--- src/rtl/uart_tx.sv ---
// uart_tx: byte-oriented UART transmitter with a small input FIFO.
// Frames are 8N1; defining UART_TX_PARITY_EN adds an even-parity bit
// between data bit 7 and the stop bit (8E1, 11-bit frames).
module uart_tx #(
  parameter int unsigned CLOCKS_PER_BAUD = 0,
  parameter int unsigned FIFO_DEPTH      = 4
) (
  input  logic       clk,
  input  logic       rst,
  input  logic [7:0] data_i,
  input  logic       valid_i,
  output logic       ready_o,
  output logic       tx,
  output logic       busy_o
);

  localparam int unsigned AW = (FIFO_DEPTH > 1) ? $clog2(FIFO_DEPTH) : 1;
  localparam int unsigned CW = AW + 1;
  localparam int unsigned BW = 16;
  localparam logic [BW-1:0] BAUD_RELOAD = BW'(CLOCKS_PER_BAUD - 1);
  localparam logic [CW-1:0] FULL_CNT    = CW'(FIFO_DEPTH);

  typedef enum logic [2:0] {
    S_IDLE,
    S_START,
    S_DATA,
`ifdef UART_TX_PARITY_EN
    S_PARITY,
`endif
    S_STOP
  } state_t;

  // FIFO storage and bookkeeping
  logic [7:0]    mem [FIFO_DEPTH];
  logic [AW-1:0] wr_ptr_q, rd_ptr_q;
  logic [CW-1:0] count_q;
  logic          push;
  logic          pop;
  logic [7:0]    head;

  // Frame state
  state_t        state_q, state_d;
  logic          tx_d;
  logic [7:0]    shift_q, shift_d;
  logic [BW-1:0] baud_q, baud_d;
  logic [2:0]    bit_q, bit_d;
  logic          start_frame;
`ifdef UART_TX_PARITY_EN
  logic          par_q, par_d;
`endif

  assign ready_o = (count_q != FULL_CNT);
  assign push    = valid_i && ready_o;
  assign head    = mem[rd_ptr_q];
  assign busy_o  = (state_q != S_IDLE) || (count_q != '0);

  // FIFO data array; no reset needed, validity tracked by count_q
  always_ff @(posedge clk) begin
    if (push) mem[wr_ptr_q] <= data_i;
  end

  // FIFO pointers and occupancy; pointers wrap naturally at power-of-two depth
  always_ff @(posedge clk or posedge rst) begin
    if (rst) begin
      wr_ptr_q <= '0;
      rd_ptr_q <= '0;
      count_q  <= '0;
    end else begin
      if (push) wr_ptr_q <= wr_ptr_q + AW'(1);
      if (pop)  rd_ptr_q <= rd_ptr_q + AW'(1);
      case ({push, pop})
        2'b10:   count_q <= count_q + CW'(1);
        2'b01:   count_q <= count_q - CW'(1);
        default: count_q <= count_q;
      endcase
    end
  end

  // Frame state register; reset forces the line high immediately
  always_ff @(posedge clk or posedge rst) begin
    if (rst) begin
      state_q <= S_IDLE;
      tx      <= 1'b1;
      shift_q <= '0;
      baud_q  <= '0;
      bit_q   <= '0;
`ifdef UART_TX_PARITY_EN
      par_q   <= 1'b0;
`endif
    end else begin
      state_q <= state_d;
      tx      <= tx_d;
      shift_q <= shift_d;
      baud_q  <= baud_d;
      bit_q   <= bit_d;
`ifdef UART_TX_PARITY_EN
      par_q   <= par_d;
`endif
    end
  end

  // Next-state, next line value and FIFO pop decision
  always_comb begin
    state_d     = state_q;
    tx_d        = tx;
    shift_d     = shift_q;
    baud_d      = (baud_q == '0) ? baud_q : baud_q - BW'(1);
    bit_d       = bit_q;
    pop         = 1'b0;
    start_frame = 1'b0;
`ifdef UART_TX_PARITY_EN
    par_d       = par_q;
`endif

    case (state_q)
      S_IDLE: begin
        tx_d = 1'b1;
        if (count_q != '0) start_frame = 1'b1;
      end
      S_START: begin
        if (baud_q == '0) begin
          baud_d  = BAUD_RELOAD;
          tx_d    = shift_q[0];
          bit_d   = '0;
          state_d = S_DATA;
        end
      end
      S_DATA: begin
        if (baud_q == '0) begin
          baud_d = BAUD_RELOAD;
          if (bit_q == 3'd7) begin
`ifdef UART_TX_PARITY_EN
            tx_d    = par_q;
            state_d = S_PARITY;
`else
            tx_d    = 1'b1;
            state_d = S_STOP;
`endif
          end else begin
            shift_d = {1'b0, shift_q[7:1]};
            tx_d    = shift_q[1];
            bit_d   = bit_q + 3'd1;
          end
        end
      end
`ifdef UART_TX_PARITY_EN
      S_PARITY: begin
        if (baud_q == '0) begin
          baud_d  = BAUD_RELOAD;
          tx_d    = 1'b1;
          state_d = S_STOP;
        end
      end
`endif
      S_STOP: begin
        if (baud_q == '0) begin
          if (count_q != '0) begin
            start_frame = 1'b1;
          end else begin
            baud_d  = '0;
            tx_d    = 1'b1;
            state_d = S_IDLE;
          end
        end
      end
      default: begin
        tx_d    = 1'b1;
        baud_d  = '0;
        state_d = S_IDLE;
      end
    endcase

    // Load the FIFO head and begin a start bit (from idle or straight after a stop bit)
    if (start_frame) begin
      pop     = 1'b1;
      shift_d = head;
      tx_d    = 1'b0;
      baud_d  = BAUD_RELOAD;
      state_d = S_START;
`ifdef UART_TX_PARITY_EN
      par_d   = ^head;
`endif
    end
  end

endmodule
--- config.mk ---
export PLATFORM = sky130hd
export DESIGN_NAME = uart_tx
export DESIGN_NICKNAME = d
export VERILOG_FILES = /design/src/rtl/uart_tx.sv
export SDC_FILE = /design/constraint.sdc
export NUM_CORES = 1
export LEC_CHECK = 0
export ABC_AREA = 1
export BUFFER_PORTS_ARGS = -buffer_cell sky130_fd_sc_hd__buf_2
export CAP_MARGIN = 20
export CORE_ASPECT_RATIO = 1.75
export CORE_MARGIN = 2
export CORE_UTILIZATION = 50
export CTS_CLUSTER_SIZE = 14
export DETAILED_ROUTE_END_ITERATION = 8
export GPL_TIMING_DRIVEN = 0
export PLACE_DENSITY = 0.68
export SLEW_MARGIN = 20
export SYNTH_ARGS = -nofsm -noshare
export SYNTH_HDL_FRONTEND = slang
export SYNTH_SLANG_ARGS = --single-unit
export TNS_END_PERCENT = 100
--- constraint.sdc ---
create_clock -name clk -period 3.3 [get_ports clk]
set_input_delay 0 -clock clk [delete_from_list [all_inputs] [get_ports clk]]
set_output_delay 0 -clock clk [all_outputs]
set_load 0.1 [all_outputs]
## Word level (Yosys, flattened, before mapping)

Memories as Yosys holds them, arrays and structs flattened.
Index checks and enable logic that the tools add are counted.

- $add $sub $neg: 6
- Eq/ne operators: 17
- Reductions and logical operators: 15
- Mux-type cells: 35

Operator list:

| operator | count |
|---|---|
| 16-bit 2-to-1 mux | 5 |
| 16-bit one-hot mux with 3 select lines | 1 |
| 8-bit 2-to-1 mux | 4 |
| 3-bit 2-to-1 mux | 9 |
| 3-bit inequality test, second input constant | 6 |
| 16-bit logical NOT | 1 |
| 16-bit by 1-bit subtractor with 16-bit output, second input constant | 1 |
| 3-bit one-hot mux with 2 select lines | 2 |
| 3-bit one-hot mux with 4 select lines | 1 |
| 1-bit 2-to-1 mux | 11 |
| 2-bit inequality test, second input constant | 5 |
| 4-bit AND reduction | 2 |
| 2-bit nonzero test | 4 |
| 3-bit by 1-bit adder with 3-bit output, second input constant | 2 |
| 3-bit by 2-bit equality test with 1-bit output, second input constant | 2 |
| 6-bit AND reduction | 1 |
| 3-bit nonzero test | 2 |
| 2-bit by 1-bit adder with 2-bit output, second input constant | 2 |
| 3-bit by 1-bit equality test with 1-bit output, second input constant | 1 |
| 3-bit equality test, second input constant | 1 |
| 3-bit logical NOT | 1 |
| 1-bit one-hot mux with 3 select lines | 1 |
| 3-bit AND reduction | 1 |
| 3-bit by 1-bit subtractor with 3-bit output, second input constant | 1 |
| other kinds (6) | 6 |

- Memories kept: 1
- Flip-flop bits (word level): 38
- Bits in writable memories: 32
- Output and inout bits: 3

Memory list:

| name | words | bits a word | read ports | clocked after Yosys merged registers in | write ports | line | source |
|---|---|---|---|---|---|---|---|
| mem | 4 | 8 | 1 | 0 | 1 | 34 | `logic [7:0] mem [FIFO_DEPTH];` |

## Logic depth before layout (Yosys ltp)

Gate-level depths: netlist (run 1).

- Word-level depth: 7
- Mapped depth: 15
- Gate-level depth less buffers: 14

## Worst setup path before layout (run 1)

No wires, ideal clock.

- Kind: reg2reg
- From: reg count_q[0]
- To: reg count_q[2]
- Arrival time: 2,768 ps
- Path buffers: 0
- Path slack: 401 ps
- Data required time: 3,169 ps
- Stages on the path, launching flop included: 10
- Setup time: 131 ps
- Cells stage by stage: dfrtp_1 > inv_1 > nand3_1 > nand2_1 > ha_1 > inv_1 > fa_1 > a21oi_1 > o21ai_0 > xor2_1

RTL lines:

| element | line | source |
|---|---|---|
| start, declared | 36 | `logic [CW-1:0] count_q;` |
| start signal, assigned | 72 | `2'b10: count_q <= count_q + CW'(1);` |
| start signal, assigned | 73 | `2'b01: count_q <= count_q - CW'(1);` |
| start signal, assigned | 74 | `default: count_q <= count_q;` |
| 3-bit inequality test (*) | 52 | `assign ready_o = (count_q != FULL_CNT);` |
| via ready_o | 12 | `output logic ready_o,` |
| 1-bit logical AND (*) | 53 | `assign push = valid_i && ready_o;` |
| 2-bit by 1-bit equality test with 1-bit output / 2-bit equality test (equally long branches) | 71 | `case ({push, pop})` |
| 3-bit one-hot mux with 2 select lines / 2-bit nonzero test (equally long branches) | -- |  |

Mark *: on every way through the listed nets, which the timed path passes. The rest lies on a longest branch.
A chain may end at the register's enable or synchronous reset.

## Worst setup path in the final report (run 1)

- From: reg baud_q[0]
- To: reg count_q[2]

- Word-level cells in the longest chain between the ends: 6

RTL lines:

| element | line | source |
|---|---|---|
| start, declared | 45 | `logic [BW-1:0] baud_q, baud_d;` |
| start signal, assigned | 94 | `baud_q <= baud_d;` |
| 16-bit logical NOT (*) | 156 | `if (baud_q == '0) begin` |
| 1-bit 2-to-1 mux (*) | 156 |  |
| 1-bit one-hot mux with 2 select lines (*) | 115 | `case (state_q)` |
| 1-bit 2-to-1 mux (*) | 174 | `if (start_frame) begin` |
| via pop | 38 | `logic pop;` |
| 2-bit by 1-bit equality test with 1-bit output / 2-bit equality test (equally long branches) | 71 |  |
| 3-bit one-hot mux with 2 select lines / 2-bit nonzero test (equally long branches) | -- |  |

Marked as above.

==> results of run 1 <==
## stage by stage
stage	cell area (um2)	instances
4_1_cts	4120	517
2_1_floorplan	3580	394
3_5_place_dp	3770	492
5_1_grt	4120	517
3_3_place_gp	3750	491
6_report	4120	517
## tightest hold or removal path, cell delays in order
cell and delay [ps]:
dlygate4sd3_1 530, buf_2 120, inv_2 110
## cell usage after synthesis, types with 2 or more instances
cell type / instances / area (um2)
nand3_1: 44 / 220
clkinv_2: 2 / 10.0
xor2_1: 5 / 43.8
inv_1: 39 / 146
dfrtp_1: 36 / 901
buf_2: 3 / 15.0
a21oi_1: 8 / 40.0
nand4_1: 9 / 56.3
o21ai_0: 27 / 135
a22o_1: 2 / 17.5
nand2_1: 85 / 319
edfxtp_1: 32 / 961
nor2_2: 3 / 18.8
ha_1: 14 / 175
o22ai_1: 8 / 50.1
nor2_4: 2 / 22.5
buf_6: 3 / 33.8
xnor2_1: 3 / 26.3
nand2_4: 4 / 45.0
buf_4: 2 / 15.0
nor2_1: 51 / 191
## worst paths after layout
check,start,to,slack [ps],cells past startpoint
setup / recovery,baud_q[0],count_q[2],590,15
setup reg to reg,baud_q[0],count_q[2],590,15
hold / removal,rst,baud_q[11],90,3
max in group asynchronous,rst,tx,2750,4
min in group clk,valid_i,wr_ptr_q[1],140,3
hold reg to reg,count_q[0],count_q[0],470,1
## kinds of logic (layout without fill, tap and decap cells)
family / after synthesis / after routing / share of synthesized area [%]
compound gates: 49 / 49 / 7.82
xor+xnor: 8 / 8 / 1.96
fa+ha+maj: 15 / 15 / 5.45
buf+inv: 50 / 89 / 6.25
flops: 69 / 69 / 52.7
simple gates: 203 / 203 / 25.8
## cell type report
class	count	area, um2	share of cell area [%]
buffer	9	67.6	1.64
clock buffer	10	229	5.55
clock inverter	6	31.3	0.759
inverter	41	156	3.79
multi-input combinational	275	1470	35.7
sequential	69	1890	45.8
tap	84	105	2.55
timing repair buffer	23	175	4.25
## state kept, by name, summed over array words and instances, names as in the netlist
signal	cells
state_q	2
tx	1
bit_q	3
mem	32
count_q	3
wr_ptr_q	2
shift_q	8
rd_ptr_q	2
baud_q	16
## routing by layer
layer / global-route usage [%] / up-vias / wire length (um)
li1: - / 1381 / -
met4: 10.4 / 0 / 125
met2: 40.8 / 26 / 4300
met1: 19.7 / 1302 / 2680
met3: 5.15 / 10 / 170
met5: 0 / - / 0
## where the power goes
part           internal [W]  switching (W)  total, W
clock              0.000499       0.000332  0.000831
sequential          0.00102      0.0000369   0.00106
combinational     0.0000816       0.000201  0.000283
==> impl_metrics.json, run 1 <==
{
  "holdWs_ps": 93.4,
  "drv_slew": 0,
  "drive_above_1_share_pct": 12.7,
  "worst_setup_path_end_kind": "register",
  "cts_num_sinks": 69,
  "antenna_found_initial": 0,
  "powerDensity_nw_per_um2": 527,
  "fin_nets": 454,
  "holdBufCountCts": 9,
  "finalCritPeriodShare_pct": 82.0,
  "gp_congestion": 0.826,
  "syn_nets": 420,
  "first_pass_iters": 4,
  "io_pins": 14,
  "synth_edf_count": 32,
  "tns_ps": 0,
  "p_total_w": 0.00217,
  "grt_max_degree": 34,
  "hold_viol": 0,
  "netlist_area_um2": 3580,
  "yosysSeqAreaShare_pct": 52.7,
  "ir_drop_uv": 499,
  "rsz0062_at_grt": "no",
  "ant_nets": 0,
  "vias_per_cell": 5.26,
  "worstMarginPinSlew_ps": 795,
  "crit_path_start_kind": "register",
  "setup_ws_ps": 594,
  "synth_cell_types": 33,
  "layout_common_cells": "85 x nand2_1, 51 x nor2_1, 44 x nand3_1",
  "criticalPathCategory": "register to register",
  "antennaDiodeCount": 0,
  "synth_area_per_cell_um2": 9.09,
  "core_um2": 6910,
  "cts-resized-gates": 0,
  "grt_pass1_vias": 2765,
  "crit_fanout": 10,
  "ys.flop_type": "dfrtp_1",
  "hold_path.class": "primary input to async pin",
  "routed_wl_mm": 7.28,
  "path_clk_slew_ps": 50,
  "maxSlewHeadroom_pct": 46.8,
  "num_rows": 40,
  "root_buffer": "clkbuf_16",
  "cts-buffers-inserted": 9,
  "synth-async-reset-ratio_pct": 53.6,
  "grt_usage_pct": 21.3,
  "skew_ps": 4.11,
  "initial_core_util_pct": 51.9,
  "dieArea_um2": 7880,
  "drcViolationCount": 0,
  "ys.warnings.count": 0,
  "clockBufferDepth": 2,
  "fmax_mhz": 370,
  "syn_to_final_growth_pct": 15.1,
  "drt-initial-drc-count": 116,
  "crit_buf_inv": 4,
  "pre_cts_ws_ps": 616,
  "syn_inst": 394,
  "fp.dieH_um": 116,
  "status": "completed",
  "final_common_cell": "nand2_1",
  "gr-total-overflow": 0,
  "min_period_ps": 2710,
  "grt_pass1_wl_mm": 12.2,
  "post_cts_buffers": 0,
  "vias": 2719,
  "ys_ff_latch": 69,
  "tritoncts": "yes",
  "finalSetupViolCount": 0,
  "maxCapViolCount": 0,
  "crit_arrival_ps": 2910,
  "path_delay_family": "adder cells",
  "fillers": 636,
  "crit_required_ps": 3510,
  "critical_path.cell_chain": "inv_1 > ha_1 > nand2_4 > nor2_4 > nand2_4 > o21ai_4 > nand2_4 > clkinv_2 > buf_6 > ha_1 > inv_1 > fa_1 > a21oi_1 > o21ai_0 > xor2_1",
  "final_util_pct": 59.7,
  "wl_per_cell_um": 14.1,
  "dp_hpwl_mm": 5.40,
  "port_buffers": 13,
  "cpMaxStageDelayCell": "dfrtp_1",
  "worst_skew_pair.late_latency_ps": 330,
  "die_x_um": 68.0,
  "crit_path_frequent_cell": "nand2_4",
  "max_stage_delay_ps": 400,
  "p_leak_nw": 1.87,
  "ctsHtreeMaxLevel": 3
}
Power figures use the tool's default switching activity.
==> inputs of run 2 (changes only) <==
Settings changed: PLACE_DENSITY 0.68 to 0.7.
Clock period 3.3 ns to 2.3 ns, I/O delays scaled along.
==> impl_metrics.json, run 2 (synthesized netlist as in run 1, its figures left out) <==
{
  "die_x_um": 68.0,
  "p_total_w": 0.00348,
  "powerDensity_nw_per_um2": 792,
  "grt_pass1_wl_mm": 12.3,
  "reg2reg_depth": 14,
  "hold_path.class": "primary input to async pin",
  "crit_fanout": 8,
  "criticalPathCategory": "register to register",
  "min_period_ps": 2250,
  "maxSlewHeadroom_pct": 46.3,
  "ir_drop_uv": 640,
  "num_rows": 40,
  "syn_to_final_growth_pct": 22.5,
  "antennaDiodeCount": 0,
  "final_util_pct": 63.6,
  "rsz0062_at_grt": "yes",
  "io_pins": 14,
  "drt-initial-drc-count": 174,
  "gr-total-overflow": 0,
  "setup_ws_ps": 51.6,
  "maxCapViolCount": 0,
  "r2r_slack_ps": 50,
  "cts-buffers-inserted": 9,
  "skew_ps": 4.90,
  "grt_usage_pct": 21.8,
  "max_stage_delay_ps": 400,
  "vias_per_cell": 5.26,
  "worst_skew_pair.late_latency_ps": 330,
  "regMostFlops": "mem",
  "crit_path_start_kind": "register",
  "layout_common_cells": "84 x nand2_1, 45 x nor2_1, 43 x nand3_1",
  "core_um2": 6910,
  "grt_max_degree": 33,
  "grt_pass1_vias": 2769,
  "drive_above_1_share_pct": 19.8,
  "dieArea_um2": 7880,
  "root_buffer": "clkbuf_16",
  "gp_congestion": 0.864,
  "cpMaxStageDelayCell": "dfrtp_1",
  "tns_ps": 0,
  "fmax_mhz": 445,
  "fp.dieH_um": 116,
  "fin_nets": 470,
  "drcViolationCount": 0,
  "port_buffers": 13,
  "tritoncts": "yes",
  "cts_num_sinks": 69,
  "fillers": 598,
  "reg2reg_from": "baud_q[0]",
  "routed_wl_mm": 7.65,
  "vias": 2802,
  "holdWs_ps": 102,
  "finalCritPeriodShare_pct": 97.8,
  "worst_setup_path_end_kind": "register",
  "clockBufferDepth": 2,
  "reg2reg_to": "count_q[2]",
  "hold_viol": 0,
  "status": "completed",
  "ctsHtreeMaxLevel": 3,
  "initial_core_util_pct": 51.9,
  "antenna_found_initial": 0,
  "finalSetupViolCount": 0,
  "largest_reg_flops": 32,
  "largest_registers": "mem: 32 flops, baud_q: 16 flops, shift_q: 8 flops",
  "final_common_cell": "nand2_1",
  "drv_slew": 0,
  "pre_cts_ws_ps": -247,
  "dp_hpwl_mm": 5.53,
  "worstMarginPinSlew_ps": 803,
  "critical_path.cell_chain": "inv_2 > ha_4 > nand2_4 > nor2_4 > nand2_4 > o21ai_4 > nand2_4 > clkinv_8 > ha_4 > inv_4 > fa_2 > a21oi_2 > o21ai_1 > xor2_1",
  "ant_nets": 0,
  "crit_arrival_ps": 2460,
  "wl_per_cell_um": 14.3,
  "first_pass_iters": 4,
  "crit_path_frequent_cell": "nand2_4",
  "path_clk_slew_ps": 60,
  "crit_required_ps": 2510,
  "p_leak_nw": 1.97
}
## run 2: cell types whose count changed in the layout (fill, tap and decap cells not counted), moves of 2 or more
cell and delta:
ha_1 -3, nor2_1 -6, inv_2 +2, clkinv_4 +2
inv_1 -3, bufinv_16 +2, buf_4 +17, ha_4 +2
clkinv_2 -5, nor2_2 +6
## run 2: layout make-up
| cell class | count | area, um2 | share of cell area, % |
|---|---|---|---|
| inverters | 41 | 170 | 3.88 |
| plain buffers | 8 | 56.3 | 1.28 |
| flip-flops and latches | 69 | 1890 | 43.0 |
| multi-input cells | 275 | 1530 | 34.9 |
| well taps | 84 | 105 | 2.39 |
| repair buffers | 40 | 303 | 6.90 |
| clock inverters | 6 | 93.8 | 2.14 |
| clock buffers | 10 | 239 | 5.44 |
## run 2: per-layer routing
| metal | track usage (%) | vias to the layer above | wire, um | share of wire, % |
|---|---|---|---|---|
| met4 | 10.9 | 0 | 191 | 2.5 |
| li1 | - | 1413 | - | - |
| met3 | 5.34 | 16 | 218 | 2.9 |
| met5 | 0 | - | 0 | 0 |
| met2 | 41.3 | 45 | 4390 | 57 |
| met1 | 20.5 | 1328 | 2850 | 37 |
## run 2: metrics by stage
| stage | instances | cell area, um2 |
|---|---|---|
| after floorplan | 394 | 3610 |
| after global placement | 491 | 3780 |
| after detailed placement | 492 | 3800 |
| after CTS | 519 | 4260 |
| after global routing | 533 | 4390 |
| final | 533 | 4390 |
## run 2: repair_timing
action	in CTS	in global routing
hold endpoints to repair	68	0
endpoints found under the setup margin	2	2
resized for setup	7	9
pin swaps	1	11
hold buffers	9	0
buffers inserted	3	14
## run 2: how the worst max path moves through the flow
stage	start	depth (start not counted)	slack [ps]	end
after floorplan	baud_q[0]	15	20	count_q[2]
after global placement	baud_q[11]	14	-190	count_q[2]
after detailed placement	baud_q[11]	14	-250	count_q[2]
after CTS	baud_q[1]	14	8	count_q[2]
after global routing	baud_q[10]	13	-50	count_q[2]
final	baud_q[0]	14	50	count_q[2]
## run 2: worst max-delay path, delay by kind of cell (launching register included)
| kind | cells | cell delay, ps |
|---|---|---|
| buffers and inverters | 3 | 200 |
| adders and majority gates | 3 | 650 |
| AOI/OAI and AO/OA | 3 | 370 |
| and+or+nand+nor | 4 | 360 |
| DFF | 1 | 400 |
| xor gates and xnor gates | 1 | 140 |
## run 2: power by group
group          leakage (nW)  switching (W)  internal [W]  total, W
Sequential            0.693      0.0000567       0.00147   0.00152
Combinational          1.12       0.000309      0.000134  0.000443
Clock                 0.159       0.000527      0.000985   0.00151
==> inputs of run 3 (changes only) <==
Settings changed: PLACE_DENSITY 0.7 to 0.68.
Clock period 2.3 ns to 2.6 ns, I/O delays scaled along.
==> impl_metrics.json, run 3 (synthesized netlist as in run 1, its figures left out) <==
{
  "status": "completed",
  "largest_registers": "mem: 32 flops, baud_q: 16 flops, shift_q: 8 flops",
  "hold_path.class": "primary input to async pin",
  "combPwrFrac_pct": 12.5,
  "layout_common_cells": "85 x nand2_1, 47 x nor2_1, 43 x nand3_1",
  "p_leak_nw": 1.89,
  "grt_usage_pct": 21.1,
  "grt_pass1_vias": 2711,
  "swShare_pct": 24.9,
  "fmax_mhz": 413,
  "fp.dieH_um": 116,
  "crit_path_start_kind": "register",
  "crit_arrival_ps": 2630,
  "core_um2": 6910,
  "antennaDiodeCount": 0,
  "port_buffers": 13,
  "dp_hpwl_mm": 5.32,
  "gp_congestion": 0.855,
  "num_rows": 40,
  "max_stage_delay_ps": 390,
  "reg2reg_to": "count_q[2]",
  "cpMaxStageDelayCell": "dfrtp_1",
  "min_period_ps": 2420,
  "regMostFlops": "mem",
  "ctsHtreeMaxLevel": 3,
  "drcViolationCount": 0,
  "dieArea_um2": 7880,
  "hold_viol": 0,
  "cts-buffers-inserted": 9,
  "ant_nets": 0,
  "io_pins": 14,
  "antenna_found_initial": 0,
  "worstMarginPinSlew_ps": 799,
  "skew_ps": 4.22,
  "p_int_w": 0.00224,
  "cts_num_sinks": 69,
  "seqPwrFrac_pct": 44.9,
  "final_common_cell": "nand2_1",
  "initial_core_util_pct": 51.9,
  "reg2reg_from": "baud_q[0]",
  "clockBufferDepth": 2,
  "root_buffer": "clkbuf_16",
  "worst-path-stages": 14,
  "p_total_w": 0.00298,
  "vias_per_cell": 5.22,
  "tritoncts": "yes",
  "maxSlewHeadroom_pct": 46.5,
  "dpl_cell_area_um2": 3780,
  "crit_path_end": "count_q[2]",
  "first_pass_iters": 4,
  "maxCapViolCount": 0,
  "largest_reg_flops": 32,
  "reg2reg_depth": 14,
  "crit_required_ps": 2810,
  "finalCritPeriodShare_pct": 93.1,
  "die_x_um": 68.0,
  "criticalPathCategory": "register to register",
  "fin_nets": 457,
  "crit_buf_inv": 3,
  "powerDensity_nw_per_um2": 705,
  "r2r_slack_ps": 180,
  "power.switching_w": 0.000742,
  "syn_to_final_growth_pct": 18.1,
  "vias": 2716,
  "ir_drop_uv": 567,
  "grt_pass1_wl_mm": 12.2,
  "path_clk_slew_ps": 50,
  "routed_wl_mm": 7.23,
  "path_delay_family": "adder cells",
  "crit_fanout": 11,
  "finalSetupViolCount": 0,
  "crit_path_frequent_cell": "nand2_4",
  "critical_path.cell_chain": "inv_2 > ha_4 > nand2_4 > nor2_4 > nand2_4 > o21ai_4 > nand2_4 > clkinv_2 > ha_1 > inv_1 > fa_2 > a21oi_2 > o21ai_1 > xor2_1",
  "worst_skew_pair.late_latency_ps": 330,
  "drt-initial-drc-count": 125,
  "rsz0062_at_grt": "no",
  "gr-total-overflow": 0,
  "fin_area_um2": 4230,
  "drv_slew": 0,
  "wl_per_cell_um": 13.9,
  "drive_above_1_share_pct": 15.8,
  "grt_max_degree": 34,
  "worst_setup_path_end_kind": "register",
  "pwr-share-clk_pct": 42.6,
  "worstSetupStartpoint": "baud_q[0]"
}
## run 3: cell types whose count changed in the layout (fill, tap and decap cells not counted), sizes merged
cell,delta
buf,-13
clkinv,-1
inv,-1
clkinvlp,+2
## run 3: worst min-delay path by stage
stage	endpoint	slack, ps	from
2_1_floorplan	mem[0][0]	100	data_i[0]
3_3_place_gp	mem[2][6]	210	data_i[6]
3_5_place_dp	baud_q[12]	-110	rst
4_1_cts	baud_q[12]	80	rst
5_1_grt	baud_q[14]	90	rst
6_report	baud_q[14]	90	rst
## run 3: final cells by class
type | instances | area [um2]
plain buffers | 8 | 56.3
flip-flops and latches | 69 | 1890
inverters | 41 | 156
fillers | 629 | 2680
clock buffers | 10 | 229
multi-input cells | 275 | 1500
well taps | 84 | 105
repair buffers | 27 | 205
clock inverters | 6 | 87.6
## run 3: per-stage QoR
stage	cells	setup TNS [ps]	util, %	setup WS, ps	hold WS [ps]
floorplan	394	0	-	112	98.9
global placement	491	-19.2	54.4	-19.2	207
detailed placement	492	-84.7	54.7	-84.7	-112
CTS	517	0	60.8	30.7	78.8
global route	520	0	61.3	6.45	94.0
finish	520	0	61.3	178	94.6
## run 3: worst reg2reg max path: cells and delay by family, from the launching register on
family / cells / cell delay (ps)
AOI/OAI and AO/OA: 3 / 370
xor gates and xnor gates: 1 / 140
adders and majority gates: 3 / 700
buffers and inverters: 3 / 330
DFF: 1 / 390
and+or+nand+nor: 4 / 380
## run 3: power by group through the flow
stage | Combinational, W | Sequential (W) | Clock (W)
global placement | 0.000347 | 0.00136 | 0
detailed placement | 0.000359 | 0.00136 | 0
finish | 0.000372 | 0.00134 | 0.00127
global route | 0.000420 | 0.00135 | 0.00135
CTS | 0.000370 | 0.00134 | 0.00130
floorplan | 0.000274 | 0.00135 | 0
## run 3: what timing repair did
item                                    CTS  global route
buffers inserted                          0             4
gates resized for setup                   3             8
endpoints found under the setup margin    1             1
endpoints found under the hold margin    69             0
hold buffers                              9             0
## run 3: layer usage
layer / track usage (%) / up-vias / share of wire (%)
met5: 0 / - / 0
met4: 10.9 / 0 / 2.5
met3: 5.15 / 17 / 2.4
met2: 39.3 / 33 / 57
met1: 20.5 / 1271 / 38
li1: - / 1395 / -
